===== config.mk =====
export PLATFORM = sky130hd
export DESIGN_NAME = branch_resolve_queue
export DESIGN_NICKNAME = d
export VERILOG_FILES = /design/src/rtl/brq_pkg.sv /design/src/rtl/brq_stats.sv /design/src/rtl/branch_resolve_queue.sv
export SDC_FILE = /design/constraint.sdc
export NUM_CORES = 1
export LEC_CHECK = 0
export CAP_MARGIN = 20
export CORE_AREA = 4 4 131 133
export CTS_CLUSTER_DIAMETER = 80
export DETAILED_ROUTE_END_ITERATION = 6
export DIE_AREA = 0 0 135 137
export GPL_ROUTABILITY_DRIVEN = 0
export SETUP_SLACK_MARGIN = 0.05
export SYNTH_ARGS = -nofsm -noshare
export SYNTH_HDL_FRONTEND = slang
export SYNTH_SLANG_ARGS = --single-unit

===== constraint.sdc =====
create_clock -name clock -period 4 [get_ports clock]
set_input_delay 0.8 -clock clock [delete_from_list [all_inputs] [get_ports clock]]
set_output_delay 0.8 -clock clock [all_outputs]
set_load 0.01 [all_outputs]

===== src/rtl/brq_pkg.sv =====
// brq_pkg: shared widths and entry layout for the branch resolve queue.
package brq_pkg;
    localparam int IDX_W     = 5;
    localparam int GHR_W     = 3;
    localparam int DEPTH_DEF = 8;

    typedef struct packed {
        logic             valid;
        logic             resolved;
        logic [IDX_W-1:0] pht_index;
        logic             pred;
        logic             actual;
        logic [GHR_W-1:0] ghr;
    } entry_t;
endpackage


===== src/rtl/brq_stats.sv =====
// brq_stats: saturating retirement and mispredict counters (used only with BRQ_STATS_EN).
module brq_stats (
    input  logic        clock,
    input  logic        reset,
    input  logic        retire,
    input  logic        mispred,
    output logic [31:0] stat_retired,
    output logic [31:0] stat_mispred
);
    always_ff @(posedge clock) begin
        if (reset) begin
            stat_retired <= '0;
            stat_mispred <= '0;
        end else begin
            if (retire && stat_retired != '1) stat_retired <= stat_retired + 32'd1;
            if (mispred && stat_mispred != '1) stat_mispred <= stat_mispred + 32'd1;
        end
    end
endmodule


===== src/rtl/branch_resolve_queue.sv =====
// branch_resolve_queue: in-order retirement of predicted branches with PHT update and mispredict flush.
// Define BRQ_STATS_EN to add the stat_retired/stat_mispred counter outputs.
module branch_resolve_queue
    import brq_pkg::*;
#(
    parameter int DEPTH = DEPTH_DEF,
    parameter int TAG_W = $clog2(DEPTH)
) (
    input  logic             clock,
    input  logic             reset,
    input  logic             alloc_valid,
    input  logic [IDX_W-1:0] alloc_pht_index,
    input  logic             alloc_pred_taken,
    input  logic [GHR_W-1:0] alloc_ghr,
    output logic             alloc_ready,
    output logic [TAG_W-1:0] alloc_tag,
    input  logic             res_valid,
    input  logic [TAG_W-1:0] res_tag,
    input  logic             res_taken,
    output logic             upd_valid,
    output logic [IDX_W-1:0] upd_pht_index,
    output logic             upd_taken,
    output logic             mispredict,
    output logic [GHR_W-1:0] restore_ghr,
    output logic [TAG_W:0]   count
`ifdef BRQ_STATS_EN
    ,
    output logic [31:0]      stat_retired,
    output logic [31:0]      stat_mispred
`endif
);
    entry_t           q [DEPTH];
    entry_t           hd;
    logic [TAG_W-1:0] head, tail;
    logic             retire, flush_now, do_alloc, do_res;

    assign hd          = q[head];
    assign retire      = hd.valid && hd.resolved;
    assign flush_now   = retire && (hd.actual != hd.pred);
    assign alloc_ready = (count != (TAG_W+1)'(DEPTH)) && !flush_now;
    assign alloc_tag   = tail;
    assign do_alloc    = alloc_valid && alloc_ready;
    assign do_res      = res_valid && q[res_tag].valid && !q[res_tag].resolved;

    always_ff @(posedge clock) begin
        if (reset) begin
            head          <= '0;
            tail          <= '0;
            count         <= '0;
            for (int i = 0; i < DEPTH; i++) q[i] <= '0;
            upd_valid     <= 1'b0;
            upd_pht_index <= '0;
            upd_taken     <= 1'b0;
            mispredict    <= 1'b0;
            restore_ghr   <= '0;
        end else begin
            upd_valid  <= retire;
            mispredict <= flush_now;
            if (retire) begin
                upd_pht_index <= hd.pht_index;
                upd_taken     <= hd.actual;
                head          <= head + TAG_W'(1);
            end
            // A flush empties the queue just past the mispredicted branch and drops same-cycle alloc/resolve
            if (flush_now) begin
                restore_ghr <= {hd.ghr[GHR_W-2:0], hd.actual};
                for (int i = 0; i < DEPTH; i++) q[i] <= '0;
                tail        <= head + TAG_W'(1);
                count       <= '0;
            end else begin
                if (do_res) begin
                    q[res_tag].resolved <= 1'b1;
                    q[res_tag].actual   <= res_taken;
                end
                if (do_alloc) begin
                    q[tail] <= '{valid: 1'b1, resolved: 1'b0, pht_index: alloc_pht_index,
                                 pred: alloc_pred_taken, actual: 1'b0, ghr: alloc_ghr};
                    tail    <= tail + TAG_W'(1);
                end
                if (retire) q[head] <= '0;
                count <= count + (TAG_W+1)'(do_alloc) - (TAG_W+1)'(retire);
            end
        end
    end

`ifdef BRQ_STATS_EN
    brq_stats u_stats (
        .clock        (clock),
        .reset        (reset),
        .retire       (retire),
        .mispred      (flush_now),
        .stat_retired (stat_retired),
        .stat_mispred (stat_mispred)
    );
`endif
endmodule

Word-level counts from Yosys, hierarchy flattened
Memory sizes are Yosys's and may differ from the RTL's. A register that Yosys moved wholly into a read port is not among the register bits. Index checks and enable logic that the tools add are counted.

Add/sub/neg operators: 4. Equality and inequality tests: 2. Muxes and demuxes: 38. Bitwise logic cells: 8. Reductions and logical operators: 13.

Operator list (number): $mux W12 (11); $reduce_or A12 Y1 (3); $mux W3 (7); $mux W1 (19); $or A1 B1 Y1 (8); $add A3 B1 Y3 const B (2); $logic_and A1 B1 Y1 (6); $add A4 B1 Y4 (1); $ne A4 B4 Y1 const B (1); $sub A4 B1 Y4 (1); $logic_not A1 Y1 (2); $mux W2 (1); $reduce_bool A2 Y1 (1); $reduce_or A2 Y1 (1); $ne A1 B1 Y1 (1).

Register bits after elaboration: 21. Bits in writable memories: 96. Input port bits: 17. Word-level logic and storage cells: 74. Memories kept: 1.

Memory list: q (words 8, bits a word 12, rd ports 2, clocked after memory_dff 1, wr ports 8, line branch_resolve_queue.sv:32) `entry_t q [DEPTH];`.

Longest topological paths before layout
Gate-level depths: netlist (run 1).

Depth after elaboration: 11. Depth in mapped cells: 15. Mapped depth without buffers: 12.

Least setup slack after synthesis (run 1)
OpenSTA, ideal clock, no wires.

Path kind: register to register. From: register (tool-made name). To: register count[2]. Library setup time: 0.120 ns. Arrival: 3.009 ns. Required time: 3.880 ns. Setup slack: 0.871 ns. Stages on the path, launching flop included: 16. Buffers on the path: 3. Period minus slack after synthesis: 3.129 ns. Path through: dfxtp_1 > buf_4 > buf_6 > mux4_2 > mux2i_4 > xor2_4 > nand3_1 > clkbuf_1 > nand2_1 > ha_1 > inv_1 > ha_1 > inv_1 > fa_1 > xor2_1 > nor2_1.

RTL lines: end signal: assignment (line branch_resolve_queue.sv:81) `count <= count + (TAG_W+1)'(do_alloc) - (TAG_W+1)'(retire);`; end: declaration (line branch_resolve_queue.sv:25) `output logic [TAG_W:0] count`.

==> results of run 1 <==
-- logic make-up after synthesis --
kind of cell	after synthesis	share of synthesized area
buf+inv	67	0.0511
mux	36	0.113
xor+xnor	8	0.0161
compound gates	113	0.122
simple gates	273	0.271
fa+ha+maj	8	0.0195
flops	112	0.407
-- worst max-delay path, cell delays in order, from the launching register on --
cell and delay (ps):
dfxtp_1 700, mux4_2 460, mux2i_4 310, xnor2_1 270, nor3_4 80, nor2_1 120
clkdlybuf4s50_1 540
-- flip-flops by register name, indices dropped and copies added, names as in the netlist, 3 cells and up, named ones only --
| name | flops |
|---|---|
| alloc_tag | 3 |
| count | 4 |
| head | 3 |
| q | 88 |
| restore_ghr | 3 |
| upd_pht_index | 5 |
-- Yosys cell counts (2+ instances only) --
cell type    n
nor3_1      14
inv_1        8
nor4_1       3
nor2_1      24
a21oi_1     73
mux2i_1     15
nand4_1     67
a211oi_1    18
and3_1       7
and4_1       2
nand3b_1     6
xnor2_1      2
nand2_1     32
a2111oi_0    2
nor2b_1     13
ha_1         7
xor2_1       5
dfxtp_1    112
clkbuf_1    35
nor3b_1      5
and2_1      11
o21ai_0      8
mux2i_4      2
nand3_1     83
buf_1        6
a21boi_0     2
buf_2       15
mux4_2      19
-- final timing paths --
kind	start	endpoint	slack [ps]	cells past startpoint
worst max-delay path	flip-flop	alloc_ready	340	6
worst min register to register	q[4][0]	q[4][0]	470	2
worst max register to register	flip-flop	count[2]	750	13
worst min-delay path	q[4][0]	q[4][0]	470	2
-- area by class of cell --
type                    instances  area (um^2)
fillers                      1566         9390
flip-flops and latches        112         2240
clock buffers                  11          243
multi-input cells             438         3030
well taps                     216          270
clock inverters                 5         56.3
repair buffers                 60          561
inverters                       9         33.8
-- report_power, final --
group / switching (uW) / internal, uW
logic: 251 / 162
clock network: 424 / 502
registers: 31.4 / 1160
total: 706 / 1830
-- layer usage --
layer	global-route usage	part of all wire
met5	0	0
met4	0.0538	0.014
met3	0.0364	0.065
met2	0.317	0.49
met1	0.241	0.43
-- repair_timing --
item,4_1_cts,5_1_grt
hold endpoints to repair,0,0
endpoints found under the setup margin,0,1
gates resized for setup,0,1
setup buffers,0,0
-- stage by stage --
stage / setup WS [ps] / power, uW / hold slack, ps / instance area [um^2]
global route: 273 / 2630 / 485 / 6440
floorplan: 871 / 1480 / 440 / 5510
CTS: 122 / 2550 / 467 / 6440
detailed placement: 508 / 1630 / 457 / 6140
global placement: 552 / 1620 / 451 / 6140
finish: 345 / 2530 / 469 / 6440
==> key figures, run 1 <==
Job
  • Max-cap violation count: 0

Critical path
  • Crit Path Class: reg -> out
  • CP startpoint kind: flip-flop
  • Critical Path RT: 3200 ps
  • CP Data Arrival Time: 2860 ps
  • CP max FO: 11
  • Critical Path Sink Type: output pin

Logic synthesis
  • Syn_area_per_cell: 8.92 um^2
  • Synth cell types: 49
  • Synthesized area: 0.00551 mm^2
  • Yosys reg bits: 112
  • Cells after synthesis: 617
  • Post-synth EDFFs: 0
  • Area contributors post-synth: dfxtp_1 (41%), mux4_2 (7.8%), nand4_1 (7.6%)
  • Post-synth ARST share: 0
  • Synth warn: 0
  • Sequential area share after synthesis: 0.407
  • Largest area contributor in the netlist: dfxtp_1
  • Post-Syn Nets: 642
  • Top cell type's share of synthesized area: 0.407
  • Ys flop type: dfxtp_1

Timing
  • Slew HR: 0.476
  • Final period utilization: 0.914
  • F_max: 274 MHz
  • Final Max Slew Viols: 0
  • Final hold violations: 0
  • Clk_skew: 10.8 ps
  • Finish-stage setup viols: 0
  • RSZ-0062 raised after global routing: no
  • Final Critical Period: 3660 ps
  • TNS Setup: 0 ps
  • Worst Tran Pin Value: 786 ps

Floorplanning
  • Rows: 46
  • Boundary Pins: 36
  • Starting Density: 0.348
  • Die height: 137 um
  • Full die area: 0.0185 mm^2
  • Core footprint: 0.0158 mm^2
  • Die Width: 135 um

Global route
  • Grt total ovfl: 0
  • Wire length of the first global-routing pass: 26500 um
  • Antenna violations before repair: 0
  • GRT Overall Usage: 0.186
  • Largest net degree at the start of global routing: 75
  • Vias in the first global route: 4833

Finish
  • Synth-to-layout area growth: 16.9%
  • Fin nets: 655
  • Commonest non-fill, non-tap cell in the layout: dfxtp_1
  • Final Instance Count excl. Fillers: 851
  • Share of layout cells above drive strength 1: 0.124
  • Commonest cells after routing, fill and taps aside: dfxtp_1 (111), nand3_1 (82), a21oi_1 (73)
  • Antenna cells: 0
  • Final core occ: 0.407

Detailed routing
  • DRC Markers: 0
  • Drt pass-1 iters: 5
  • Iteration-0 DRC Markers: 477
  • Via-per-instance ratio: 5.88
  • Detailed-route wire length per cell: 20.0 um
  • Vias post-DR: 5003
  • Final wirelength: 17000 um
  • Antenna Violating Nets Remaining: 0

Placed design
  • Placed insts: 835
  • Post-DP HPWL: 11600 um
  • Port bufs: 34

Outcome
  • Outcome: finished, final reports clean

CTS
  • CTS clk-pin slew, worst paths: 80 ps
  • H-tree depth: 3
  • Num CTS Buffers: 9
  • Clk Tree Root Cell: clkbuf_16
  • Clock Tree Buf Depth: 2
  • Clk Latency, worst-skew pair: 370 ps
  • CTS Hold Bufs: 0
  • Sink Count: 112
  • CTS tree: yes

Power and ir drop
  • Pwr/cell area: 393 mW/mm^2
  • P_leak: 0.00210 uW
  • Peak VDD IR: 0.000224 V

Min path
  • Hold WC Path Type: reg -> reg
Power figures use the tool's default switching activity.
==> run 2: changes to the inputs <==
CORE_AREA = 4 4 107 109   (was 4 4 131 133)
CTS_CLUSTER_SIZE = 40   (was not set)
DIE_AREA = 0 0 111 113   (was 0 0 135 137)
PLACE_DENSITY = 0.75   (was not set)
clock period = 3.08 ns   (was 4 ns; I/O delays follow)
==> run 2 against run 1 <==
Sequential cell count unchanged. Register-to-register slack got worse by 620 ps. Global-route usage increased by 7.8 points. Die area decreased by 32%. Clock power increased by 10%. Routed wire length decreased by 2.9%. Non-clock buffer count increased by 19. Utilization increased by 20 points. Hold slack improved by 2.4 ps. Setup slack got worse by 220 ps.
==> key figures, run 2 (synthesis results as in run 1) <==
Placed design
  • Dpl ws: 74.2 ps (-434 ps)
  • Port bufs: 34 (unchanged)
  • Post-DP HPWL: 11100 um (-3.7%)

Timing
  • Slew HR: 0.508 (+0.0321)
  • Final hold violations: 0 (unchanged)
  • F_max: 339 MHz
  • Worst Slack Setup Final: 129 ps (-216 ps)
  • Final Critical Period: 2950 ps
  • Worst hold slack: 471 ps (+2.39 ps)
  • Final Max Slew Viols: 0 (unchanged)
  • Worst Tran Pin Value: 735 ps (-51.3 ps)
  • RSZ-0062 raised after global routing: yes
  • TNS Setup: 0 ps (unchanged)
  • Clk_skew: 11.0 ps (+0.177 ps)
  • Final period utilization: 0.958
  • Finish-stage setup viols: 0 (unchanged)

CTS
  • Clock Tree Buf Depth: 2 (unchanged)
  • CTS tree: yes
  • Sink Count: 112 (unchanged)
  • Clk Latency, worst-skew pair: 390 ps (+20 ps)
  • Clk Tree Root Cell: clkbuf_8
  • Num CTS Buffers: 9 (unchanged)
  • CTS clk-pin slew, worst paths: 100 ps (+20 ps)
  • H-tree depth: 3 (unchanged)

Global route
  • Vias in the first global route: 4980 (+3.0%)
  • Grt total ovfl: 0 (unchanged)
  • Met3 Resource Use GR: 0.0545 (+0.0181)
  • Met2 usage: 0.417 (+0.0995)
  • Gr busiest metal: met2
  • M1 GR Usage: 0.355 (+0.113)
  • Largest net degree at the start of global routing: 75 (unchanged)
  • Wire length of the first global-routing pass: 26400 um (-0.47%)
  • GRT Overall Usage: 0.265 (+0.0783)
  • Antenna violations before repair: 0 (unchanged)

Finish
  • Commonest cells after routing, fill and taps aside: dfxtp_1 (111), nand3_1 (82), a21oi_1 (72)
  • Share of layout cells above drive strength 1: 0.162 (+0.0377)
  • Antenna cells: 0 (unchanged)
  • Largest register by flop count: q
  • Biggest regs: q: 88 flops, upd_pht_index: 5 flops, count: 4 flops
  • Commonest non-fill, non-tap cell in the layout: dfxtp_1
  • Max reg flops: 88 (unchanged)
  • Fin nets: 674 (+2.9%)
  • Synth-to-layout area growth: 17.4%

Critical path
  • CP startpoint kind: flip-flop
  • Worst stage delay on the critical path: 560 ps (-140 ps)
  • CP max FO: 9 (-2)
  • Crit path max-delay cell type: mux4_2
  • Crit Path Class: reg -> reg
  • Critical Path RT: 3350 ps (+150 ps)
  • CP Data Arrival Time: 3220 ps (+360 ps)
  • Crit-path cells: buf_12 > mux4_2 > mux2i_4 > buf_6 > xor2_4 > nand3_2 > nand2_2 > ha_4 > inv_1 > ha_1 > a21o_1 > a21oi_2 > xor2_1 > nor2_1
  • Critical Path Sink Type: flip-flop

Min path
  • Hold WC Path Type: reg -> reg

Detailed routing
  • Antenna Violating Nets Remaining: 0 (unchanged)
  • Iteration-0 DRC Markers: 720 (+51%)
  • Final wirelength: 16500 um (-2.9%)
  • Vias post-DR: 5238 (+4.7%)
  • Detailed-route wire length per cell: 20.8 um (+4.0%)
  • Drt pass-1 iters: 5 (unchanged)
  • DRC Markers: 0 (unchanged)
  • Via-per-instance ratio: 6.60 (+12%)

Power and ir drop
  • Power share of the clock group: 0.326 (-0.040)
  • Reg power frac: 0.497 (+0.026)
  • Peak VDD IR: 0.000238 V (+6.3%)
  • Design Power: 3130 uW (+24%)
  • Combinational share of power: 0.177 (+0.014)
  • Net switching fraction of the power: 0.285 (+0.00625)
  • Net Sw Power: 893 uW (+26%)
  • P_leak: 0.00216 uW (+3.1%)
  • Pwr/cell area: 484 mW/mm^2 (+23%)
  • Pint: 2240 uW (+23%)

Floorplanning
  • Boundary Pins: 36 (unchanged)
  • Starting Density: 0.519 (+0.171)
  • Rows: 38 (-17%)
  • Die height: 113 um (-18%)
  • Die Width: 111 um (-18%)
  • Full die area: 0.0125 mm^2 (-32%)
  • Core footprint: 0.0106 mm^2 (-33%)

Job
  • Max-cap violation count: 0 (unchanged)

Outcome
  • Outcome: finished, final reports clean
run 2: cell count changes in the layout (fill, tap and decap cells not counted), moves of 2 or more:
cell       delta
ha_4          +2
ha_1          -2
clkbuf_8     +10
clkbuf_16     -9
clkinv_2      -2
buf_6         +3
buf_4        +16
run 2: area by class of cell:
class | count | area, um^2
Multi-Input combinational cell | 438 | 3070
Sequential cell | 112 | 2240
Tap cell | 140 | 175
Clock buffer | 12 | 155
Clock inverter | 4 | 76.3
Fill cell | 887 | 4140
Timing Repair Buffer | 79 | 709
Inverter | 9 | 33.8
run 2: timing repair:
action | CTS | global route
gates resized for setup | 2 | 7
endpoints found under the setup margin | 1 | 9
hold buffers | 0 | 0
cloned | 0 | 0
pin swaps | 0 | 1
buffers inserted | 4 | 1
run 2: power groups by stage:
stage	Combinational [uW]	Clock, uW	Sequential (uW)
after detailed placement	535	0	1590
after global routing	603	1080	1570
final	554	1020	1560
after floorplan	339	0	1590
after CTS	539	1030	1560
after global placement	521	0	1580
run 2: worst max-delay path, delay by kind of cell (launching register included):
| family | cells | cell delay (ps) |
|---|---|---|
| DFF | 1 | 350 |
| xor gates and xnor gates | 2 | 320 |
| AOI/OAI and AO/OA | 2 | 350 |
| buffers and inverters | 3 | 340 |
| muxes | 2 | 780 |
| adders and majority gates | 2 | 400 |
| and+or+nand+nor | 3 | 290 |
run 2: worst paths after layout:
kind | startpoint | end | slack, ps | depth (start not counted)
hold / removal | q[5][1] | q[5][1] | 470 | 2
hold reg to reg | q[5][1] | q[5][1] | 470 | 2
setup / recovery | flip-flop | count[3] | 130 | 14
setup reg to reg | flip-flop | count[3] | 130 | 14
run 2: per-stage QoR:
stage          cells   util  instance area [um^2]
3_3_place_gp     773  0.583                  6180
2_1_floorplan    617      -                  5560
6_report         794  0.610                  6460
3_5_place_dp     773  0.583                  6180
5_1_grt          794  0.610                  6460
4_1_cts          793  0.608                  6440
run 2: layer usage:
metal	routed length, um	vias to the layer above	share of wire
met5	0	-	0
met4	508	0	0.031
met3	1640	43	0.099
met2	7810	311	0.47
met1	6550	2515	0.40
li1	-	2369	-
==> run 3: changes to the inputs <==
CELL_PAD_IN_SITES_DETAIL_PLACEMENT = 1   (was not set)
CELL_PAD_IN_SITES_GLOBAL_PLACEMENT = 2   (was not set)
CORE_AREA = 4 4 135 137   (was 4 4 107 109)
DIE_AREA = 0 0 139 141   (was 0 0 111 113)
PLACE_DENSITY = not set   (was 0.75)
PLACE_DENSITY_LB_ADDON = 0.1   (was not set)
==> run 3 against run 2 <==
Critical path depth down 6. Final area up 3.3%. Combinational power up 4.2%. Clock-buffer cell count down 2. Sequential cell count unchanged. Setup slack better by 17 ps. Utilization down 22 points. Hold slack better by 1.0 ps. Highest routed layer unchanged.
==> key figures, run 3 (synthesis results as in run 1) <==
Detailed routing
  • Detailed-route wire length per cell: 22.8 um (+9.7%)
  • Final wirelength: 20200 um (+22%)
  • Vias post-DR: 5078 (-3.1%)
  • Iteration-0 DRC Markers: 242 (-66%)
  • Drt pass-1 iters: 5 (unchanged)
  • Via-per-instance ratio: 5.74 (-13%)
  • DRC Markers: 0 (unchanged)
  • Antenna Violating Nets Remaining: 0 (unchanged)

Outcome
  • Outcome: finished, final reports clean

CTS
  • H-tree depth: 3 (unchanged)
  • Num CTS Buffers: 9 (unchanged)
  • Clk Latency, worst-skew pair: 360 ps (-30 ps)
  • CTS tree: yes
  • Sink Count: 112 (unchanged)
  • CTS clk-pin slew, worst paths: 80 ps (-20 ps)
  • CTS Hold Bufs: 0 (unchanged)
  • Clock Tree Buf Depth: 2 (unchanged)
  • Clk Tree Root Cell: clkbuf_16

Job
  • Max-cap violation count: 0 (unchanged)

Placed design
  • Port bufs: 34 (unchanged)
  • Post-DP HPWL: 13500 um (+21%)
  • Dpl ws: -27.6 ps (-102 ps)

Timing
  • Worst Tran Pin Value: 828 ps (+92.9 ps)
  • Clk_skew: 11.4 ps (+0.401 ps)
  • Final Critical Period: 2930 ps (-16.8 ps)
  • Final period utilization: 0.953 (-0.00546)
  • RSZ-0062 raised after global routing: yes
  • Final hold violations: 0 (unchanged)
  • Worst Slack Setup Final: 146 ps (+16.8 ps)
  • F_max: 341 MHz (+0.57%)
  • Worst hold slack: 472 ps (+0.999 ps)
  • Final Max Slew Viols: 0 (unchanged)
  • Slew HR: 0.448 (-0.0598)
  • Finish-stage setup viols: 0 (unchanged)
  • TNS Setup: 0 ps (unchanged)

Power and ir drop
  • Net Sw Power: 1000 uW (+12%)
  • Net switching fraction of the power: 0.302 (+0.0164)
  • Power share of the clock group: 0.356 (+0.030)
  • Reg power frac: 0.470 (-0.027)
  • Pwr/cell area: 498 mW/mm^2 (+2.7%)
  • P_leak: 0.00221 uW (+2.1%)
  • Peak VDD IR: 0.000257 V (+7.8%)
  • Pint: 2320 uW (+3.7%)
  • Combinational share of power: 0.174 (-0.003)

Finish
  • Final core occ: 0.392 (-0.218)
  • Commonest non-fill, non-tap cell in the layout: dfxtp_1
  • Antenna cells: 0 (unchanged)
  • Max reg flops: 88 (unchanged)
  • Biggest regs: q: 88 flops, upd_pht_index: 5 flops, count: 4 flops
  • Largest register by flop count: q
  • Commonest cells after routing, fill and taps aside: dfxtp_1 (111), nand3_1 (82), a21oi_1 (72)
  • Share of layout cells above drive strength 1: 0.170 (+0.00787)
  • Synth-to-layout area growth: 21.3%
  • Layout fillers: 1981 (+120%)
  • Fin nets: 679 (+0.74%)

Critical path
  • Crit path max-delay cell type: mux4_2
  • Crit-path cells: buf_12 > mux4_2 > mux2i_4 > buf_4 > xnor2_2 > nor3_4 > nor2_1 > clkbuf_2
  • Worst path bufs/invs: 3 (unchanged)
  • Critical Path Sink Type: output pin
  • CP Data Arrival Time: 2320 ps (-900 ps)
  • Worst path top cell family by delay: multiplexers
  • Critical Path RT: 2460 ps (-890 ps)
  • FF-to-FF End: count[1]
  • CP max FO: 6 (-3)
  • R2R cell count: 13 (-1)
  • CP startpoint kind: flip-flop
  • Worst stage delay on the critical path: 550 ps (about the same)
  • R2R Setup Slk: 150 ps (+20 ps)
  • Crit Path Class: reg -> out

Global route
  • Largest net degree at the start of global routing: 75 (unchanged)
  • Grt total ovfl: 0 (unchanged)
  • Antenna violations before repair: 0 (unchanged)
  • GRT Overall Usage: 0.205 (-0.0600)
  • Vias in the first global route: 5273 (+5.9%)
  • Wire length of the first global-routing pass: 31200 um (+18%)

Floorplanning
  • Boundary Pins: 36 (unchanged)
  • Die height: 141 um (+25%)
  • Starting Density: 0.323 (-0.196)
  • Core footprint: 0.0171 mm^2 (+61%)
  • Rows: 48 (+26%)
  • Die Width: 139 um (+25%)
  • Full die area: 0.0196 mm^2 (+56%)

Min path
  • Hold WC Path Type: reg -> reg
  • Hold path depth: 2 (unchanged)
  • Hold EP: q[5][7]
  • Min-delay src: q[5][7]
==> run 3: changes by cell type in the layout (fill, tap and decap cells not counted), sizes merged <==
cell / previous run / this run
buf: 45 / 49
bufinv: 2 / 0
clkbuf: 13 / 12
clkinvlp: 1 / 2
inv: 9 / 12
==> run 3: layer usage <==
| metal | global-route usage | routed length (um) | vias to the layer above |
|---|---|---|---|
| met3 | 0.0220 | 556 | 19 |
| li1 | - | - | 2378 |
| met1 | 0.272 | 9330 | 2596 |
| met5 | 0 | 0 | - |
| met2 | 0.354 | 9970 | 85 |
| met4 | 0.0592 | 319 | 0 |
==> run 3: how the worst max path moves through the flow <==
stage                     slack (ps)  cells after the start          end
after floorplan                   90                     15     count[3]
after global placement            30                      9     q[1][10]
after detailed placement         -30                      9     q[4][10]
after CTS                         60                     14     count[1]
after global routing              20                     14     count[3]
final                            150                      8  alloc_ready
==> run 3: power groups by stage <==
stage	logic (uW)	registers, uW	clock network (uW)
final	577	1560	1180
after global routing	630	1570	1260
after CTS	574	1560	1210
after detailed placement	565	1600	0
after global placement	553	1600	0
after floorplan	339	1590	0
==> run 3: through the flow <==
stage	instances	power [uW]	cell area (um^2)
3_5_place_dp	861	2160	6310
6_report	884	3320	6680
2_1_floorplan	617	1930	5560
4_1_cts	882	3350	6650
3_3_place_gp	861	2150	6310
5_1_grt	884	3460	6680
==> run 3: worst min-delay path: cells and delay by family (launching register included) <==
family | cells | cell delay (ps)
AOI/OAI and AO/OA | 1 | 60
DFF | 1 | 310
and+or+nand+nor | 1 | 60
==> run 3: layout make-up <==
type	instances	area, um^2	area share
clock buffer	10	239	0.0358
timing repair buffer	84	746	0.112
inverter	9	33.8	0.00506
sequential	112	2240	0.336
tap	225	282	0.0422
multi-input combinational	438	3080	0.462
clock inverter	6	50.0	0.00749
==> run 3: what timing repair did <==
action,in CTS,in global routing
endpoints found under the setup margin,8,6
setup buffers,5,3
gates resized for setup,6,5
pin swaps,3,9
